===== src/rtl/cdb_arbiter.sv =====
// Round-robin CDB writeback arbiter: grants up to CDB_WIDTH of N_REQ requesters per
// cycle in rotating priority order and registers the winners onto the broadcast ports.
module cdb_arbiter #(
  parameter int N_REQ     = 3,
  parameter int CDB_WIDTH = 2,
  parameter int ROB_IDX   = 5,
  parameter int PRF_IDX   = 6,
  parameter int ARF_IDX   = 5
) (
  input  logic                 clk,
  input  logic                 rst,
  input  logic                 flush,
  input  logic [N_REQ-1:0]     req_valid,
  output logic [N_REQ-1:0]     req_ready,
  input  logic [ROB_IDX-1:0]   req_rob_id   [N_REQ],
  input  logic [PRF_IDX-1:0]   req_rd_phy   [N_REQ],
  input  logic [ARF_IDX-1:0]   req_rd_arch  [N_REQ],
  input  logic [31:0]          req_rd_value [N_REQ],
  output logic [CDB_WIDTH-1:0] cdb_valid,
  output logic [ROB_IDX-1:0]   cdb_rob_id   [CDB_WIDTH],
  output logic [PRF_IDX-1:0]   cdb_rd_phy   [CDB_WIDTH],
  output logic [ARF_IDX-1:0]   cdb_rd_arch  [CDB_WIDTH],
  output logic [31:0]          cdb_rd_value [CDB_WIDTH]
);

  localparam int PTR_W = (N_REQ > 1) ? $clog2(N_REQ) : 1;

  logic [PTR_W-1:0]     ptr;
  logic [PTR_W-1:0]     ptr_nxt;
  logic [PTR_W-1:0]     last_idx;
  logic [PTR_W-1:0]     idx;
  logic [PTR_W-1:0]     port_src [CDB_WIDTH];
  logic [CDB_WIDTH-1:0] port_grant;
  int                   cnt;
  int                   scan;

  // Scan from ptr with a true modulo-N_REQ wrap; the g-th winner drives port g.
  always_comb begin
    req_ready  = '0;
    port_grant = '0;
    cnt        = 0;
    scan       = 0;
    idx        = '0;
    last_idx   = ptr;
    for (int j = 0; j < CDB_WIDTH; j++) port_src[j] = '0;
    for (int k = 0; k < N_REQ; k++) begin
      scan = int'(ptr) + k;
      if (scan >= N_REQ) scan = scan - N_REQ;
      idx = PTR_W'(scan);
      if (!rst && !flush && req_valid[idx] && cnt < CDB_WIDTH) begin
        req_ready[idx] = 1'b1;
        for (int j = 0; j < CDB_WIDTH; j++) begin
          if (j == cnt) begin
            port_src[j]   = idx;
            port_grant[j] = 1'b1;
          end
        end
        cnt      = cnt + 1;
        last_idx = idx;
      end
    end
    ptr_nxt = (last_idx == PTR_W'(N_REQ - 1)) ? '0 : last_idx + 1'b1;
  end

  always_ff @(posedge clk) begin
    if (rst) begin
      ptr       <= '0;
      cdb_valid <= '0;
      for (int j = 0; j < CDB_WIDTH; j++) begin
        cdb_rob_id[j]   <= '0;
        cdb_rd_phy[j]   <= '0;
        cdb_rd_arch[j]  <= '0;
        cdb_rd_value[j] <= '0;
      end
    end else if (flush) begin
      ptr       <= '0;
      cdb_valid <= '0;
    end else begin
      cdb_valid <= port_grant;
      if (port_grant[0]) ptr <= ptr_nxt;
      // Ungranted ports keep their last payload; only cdb_valid drops.
      for (int j = 0; j < CDB_WIDTH; j++) begin
        if (port_grant[j]) begin
          cdb_rob_id[j]   <= req_rob_id[port_src[j]];
          cdb_rd_phy[j]   <= req_rd_phy[port_src[j]];
          cdb_rd_arch[j]  <= req_rd_arch[port_src[j]];
          cdb_rd_value[j] <= req_rd_value[port_src[j]];
        end
      end
    end
  end

endmodule


===== config.mk =====
export PLATFORM = sky130hd
export DESIGN_NAME = cdb_arbiter
export DESIGN_NICKNAME = d
export VERILOG_FILES = /design/src/rtl/cdb_arbiter.sv
export SDC_FILE = /design/constraint.sdc
export NUM_CORES = 1
export LEC_CHECK = 0
export ABC_CLOCK_PERIOD_IN_PS = 3650
export CORE_MARGIN = 4
export CORE_UTILIZATION = 30
export CTS_CLUSTER_DIAMETER = 120
export CTS_CLUSTER_SIZE = 20
export DETAILED_ROUTE_END_ITERATION = 8
export GPL_ROUTABILITY_DRIVEN = 0
export PLACE_DENSITY = 0.71
export REMOVE_ABC_BUFFERS = 1
export SLEW_MARGIN = 20
export SYNTH_ARGS = -nofsm -noshare
export SYNTH_HDL_FRONTEND = slang
export SYNTH_SLANG_ARGS = --single-unit

===== constraint.sdc =====
create_clock -name clk -period 3.65 [get_ports clk]
set_clock_uncertainty 0.2 [all_clocks]
set_input_delay 0.365 -clock clk [delete_from_list [all_inputs] [get_ports clk]]
set_output_delay 0.365 -clock clk [all_outputs]
set_load 0.01 [all_outputs]

==> impl_metrics.xml <==
<?xml version="1.0" encoding="UTF-8"?>
<metrics>
  <group name="layout">
    <metric name="drive_gt1_share" unit="%">8.57</metric>
    <metric name="syn2layout_area_growth" unit="%">62.6</metric>
    <metric name="nets" unit="">956</metric>
  </group>
  <group name="die">
    <metric name="coreArea" unit="µm²">17200</metric>
    <metric name="floorplan.die.height" unit="µm">141</metric>
    <metric name="ioPinCount" unit="">251</metric>
    <metric name="die_area" unit="µm²">19700</metric>
    <metric name="initial_core_util" unit="%">30.6</metric>
    <metric name="die-width" unit="µm">141</metric>
    <metric name="number_of_placement_rows" unit="">48</metric>
  </group>
  <group name="timing">
    <metric name="clock.fmax" unit="MHz">287</metric>
    <metric name="timing.slew.headroom" unit="%">65.1</metric>
    <metric name="post-route-worst-setup-slack" unit="ns">0.166</metric>
    <metric name="worst_hold_slack" unit="ns">0.284</metric>
    <metric name="setup_violations" unit="">0</metric>
    <metric name="final.period_utilization" unit="%">95.5</metric>
    <metric name="hold_violations" unit="">0</metric>
    <metric name="worst_slew_pin_slew" unit="ns">0.523</metric>
    <metric name="grt_setup_unrepaired" unit="">no</metric>
    <metric name="layout_min_cycle_time" unit="ns">3.48</metric>
    <metric name="drv_slew" unit="">0</metric>
  </group>
  <group name="yosys">
    <metric name="synthCells" unit="">557</metric>
    <metric name="yosys.cell_types.count" unit="">45</metric>
    <metric name="ys_top_cells_by_area" unit="">sky130_fd_sc_hd__dfxtp_1 38%, sky130_fd_sc_hd__mux2i_1 19%, sky130_fd_sc_hd__a221o_1 9.3%</metric>
    <metric name="yosys_warnings" unit="">0</metric>
    <metric name="flop_and_latch_count_out_of_synthesis" unit="">100</metric>
    <metric name="synth-edff-count" unit="">0</metric>
    <metric name="synthesis.area_per_instance" unit="µm²">9.46</metric>
    <metric name="synth.yosys.seq_area_share" unit="%">38.0</metric>
    <metric name="dominantRegCellSynth" unit="">sky130_fd_sc_hd__dfxtp_1</metric>
    <metric name="synthDominantCellAreaShare" unit="%">38.0</metric>
    <metric name="synthTopCellsByCount" unit="">100 x sky130_fd_sc_hd__dfxtp_1, 99 x sky130_fd_sc_hd__mux2i_1, 57 x sky130_fd_sc_hd__inv_1</metric>
    <metric name="synthArstFlopShare" unit="%">0</metric>
    <metric name="netlist.top_cell.by_area" unit="">sky130_fd_sc_hd__dfxtp_1</metric>
    <metric name="syn_area" unit="µm²">5270</metric>
    <metric name="synthMostInstantiatedCell" unit="">sky130_fd_sc_hd__dfxtp_1</metric>
  </group>
  <group name="worst_setup_path">
    <metric name="top_fanout_value_on_the_critical_path" unit="">6</metric>
    <metric name="cp_arrival" unit="ns">2.92</metric>
    <metric name="critPathSlowestCell" unit="">sky130_fd_sc_hd__clkdlybuf4s50_1</metric>
    <metric name="kind_of_critical_path" unit="">reg2out</metric>
    <metric name="cp-start-kind" unit="">register</metric>
    <metric name="critical_path.endpoint_type" unit="">output pin</metric>
    <metric name="worstPathRequired" unit="ns">3.08</metric>
    <metric name="crit_path_cell_trace" unit="">inv_1 &gt; ha_1 &gt; nor2b_1 &gt; o21ai_2 &gt; nor2_4 &gt; ha_1 &gt; nor2_4 &gt; and2_4 &gt; a222oi_1 &gt; inv_1 &gt; clkdlybuf4s50_1</metric>
    <metric name="cpPeakStageDelay" unit="ns">0.48</metric>
  </group>
  <group name="drt">
    <metric name="drc_errors" unit="">0</metric>
    <metric name="total_met3_wirelength_after_detailed_routing" unit="µm">1790</metric>
    <metric name="met2RoutedLength" unit="µm">9530</metric>
    <metric name="routed_wirelength" unit="µm">20000</metric>
    <metric name="drt_first_iter_violations" unit="">487</metric>
    <metric name="firstDrtPassIters" unit="">9</metric>
    <metric name="route.vias.total" unit="">5548</metric>
    <metric name="detail-route-antenna-nets" unit="">0</metric>
    <metric name="mean_routed_wirelength_per_cell" unit="µm">19.4</metric>
    <metric name="routedLengthMet1" unit="µm">8230</metric>
    <metric name="maxUsedRoutingLayer" unit="">met4</metric>
    <metric name="detailed_route_vias_per_instance" unit="">5.38</metric>
  </group>
  <group name="global_routing">
    <metric name="grt_overflow_total" unit="">0</metric>
    <metric name="grt_first_pass_wirelength" unit="µm">30800</metric>
    <metric name="grt_start_max_net_pins" unit="">31</metric>
    <metric name="vias_in_the_first_global_route" unit="">5519</metric>
    <metric name="grt.total_usage" unit="%">19.4</metric>
    <metric name="antenna_found_initial" unit="">1</metric>
  </group>
  <group name="worst_hold_path">
    <metric name="hold_path_class" unit="">reg2reg</metric>
  </group>
  <group name="clock_tree">
    <metric name="cts-hold-fix-buffers" unit="">0</metric>
    <metric name="clk_pin_slew_worst_paths" unit="ns">0.07</metric>
    <metric name="cts_buffer_count" unit="">9</metric>
    <metric name="clock-root-buffer" unit="">sky130_fd_sc_hd__clkbuf_16</metric>
    <metric name="clock_sinks" unit="">100</metric>
    <metric name="insertion_delay" unit="ns">0.34</metric>
    <metric name="cts_max_level" unit="">3</metric>
    <metric name="maximum_count_of_clock_buffers_along_a_single_path" unit="">2</metric>
    <metric name="cts_tree" unit="">built</metric>
  </group>
  <group name="pwr">
    <metric name="p_leak" unit="nW">3.59</metric>
    <metric name="total_power" unit="mW">3.11</metric>
    <metric name="ir_drop" unit="V">0.000208</metric>
    <metric name="p_per_area" unit="nW/µm²">362</metric>
  </group>
  <group name="place">
    <metric name="final_hpwl_from_detailed_placement" unit="µm">14400</metric>
    <metric name="pre_cts_ws" unit="ns">0.125</metric>
    <metric name="buffer_ports.inserted" unit="">250</metric>
  </group>
  <group name="status">
    <metric name="run_status" unit="">finished clean</metric>
  </group>
  <group name="run">
    <metric name="timing.max_cap.violations" unit="">0</metric>
  </group>
</metrics>
==> cell type report <==
class,count,area (µm²)
fillers,1615,8670
repair buffers,278,2890
multi-input cells,352,2890
flip-flops and latches,100,2000
well taps,225,282
clock buffers,12,256
inverters,59,221
clock inverters,4,31.3
diodes,1,2.50
==> through the flow <==
step                area (µm²)  TNS [ns]  instances  util (%)
floorplan                 5010   -215.26        511         -
detailed placement        8240         0       1012      47.8
finish                    8570         0       1031      49.7
global route              8570         0       1031      49.7
global placement          8240         0       1012      47.8
CTS                       8560         0       1029      49.7
==> cell usage in the layout (no fill, tap or decap), types with 3 or more instances in the layout <==
cell type | netlist | routed
sky130_fd_sc_hd__o21ai_4 | 0 | 3
sky130_fd_sc_hd__a221o_1 | 49 | 49
sky130_fd_sc_hd__buf_12 | 0 | 14
sky130_fd_sc_hd__mux2i_1 | 99 | 99
sky130_fd_sc_hd__a222oi_1 | 48 | 48
sky130_fd_sc_hd__buf_4 | 3 | 14
sky130_fd_sc_hd__dfxtp_1 | 100 | 99
sky130_fd_sc_hd__clkinvlp_4 | 0 | 3
sky130_fd_sc_hd__nand2_1 | 51 | 51
sky130_fd_sc_hd__nor2_1 | 50 | 50
sky130_fd_sc_hd__inv_2 | 2 | 3
sky130_fd_sc_hd__inv_1 | 57 | 56
sky130_fd_sc_hd__clkbuf_16 | 0 | 9
sky130_fd_sc_hd__nor2b_1 | 3 | 3
sky130_fd_sc_hd__clkdlybuf4s50_1 | 0 | 250
sky130_fd_sc_hd__a21oi_1 | 4 | 4
sky130_fd_sc_hd__ha_1 | 6 | 5
sky130_fd_sc_hd__nor2_4 | 2 | 4
==> power breakdown <==
part           switching, mW  internal, mW  leakage, nW
clock                  0.435         0.503        0.131
combinational          0.378         0.522         2.64
sequential            0.0656          1.20        0.821
==> layer usage <==
| layer | GRT usage (%) | vias up |
|---|---|---|
| met1 | 24.0 | 2680 |
| met2 | 32.4 | 254 |
| li1 | - | 2586 |
| met3 | 5.91 | 28 |
| met5 | 0 | - |
| met4 | 6.02 | 0 |
==> what timing repair did <==
item                       CTS  global route
gates resized for setup      5             2
setup endpoints to repair    3             3
pin swaps                    0             2
setup buffers                1             1
==> state kept, by name, summed over array words and instances (netlist names) <==
signal        flops
cdb_rd_value     64
cdb_rd_phy       12
cdb_rd_arch      10
cdb_rob_id       10
cdb_valid         2
ptr               2
==> logic make-up after synthesis <==
family	Yosys count	synth area share [%]
and+or+nand+nor	126	10.8
adders and majority gates	6	1.42
buffers and inverters	105	9.07
DFF	100	38.0
AOI/OAI and AO/OA	121	21.9
muxes	99	18.8
==> worst paths after layout <==
check / start / end / slack [ns] / depth (start not counted)
worst max register to register: ptr[1] / cdb_rd_phy[6] / 0.38 / 11
worst max-delay path: ptr[1] / req_ready[0] / 0.17 / 11
worst min-delay path: cdb_rd_phy[0] / cdb_rd_phy[0] / 0.28 / 2
worst min register to register: cdb_rd_phy[0] / cdb_rd_phy[0] / 0.28 / 2
==> critical path, delay by kind of cell, from the launching register on <==
family,cells,cell delay (ns)
AO/OA/AOI/OAI,2,0.39
buffers and inverters,3,0.65
adder cells (fa/ha/maj),2,0.50
flip-flops,1,0.43
AND/OR/NAND/NOR,4,0.61
(Power assumes the default switching activity.)
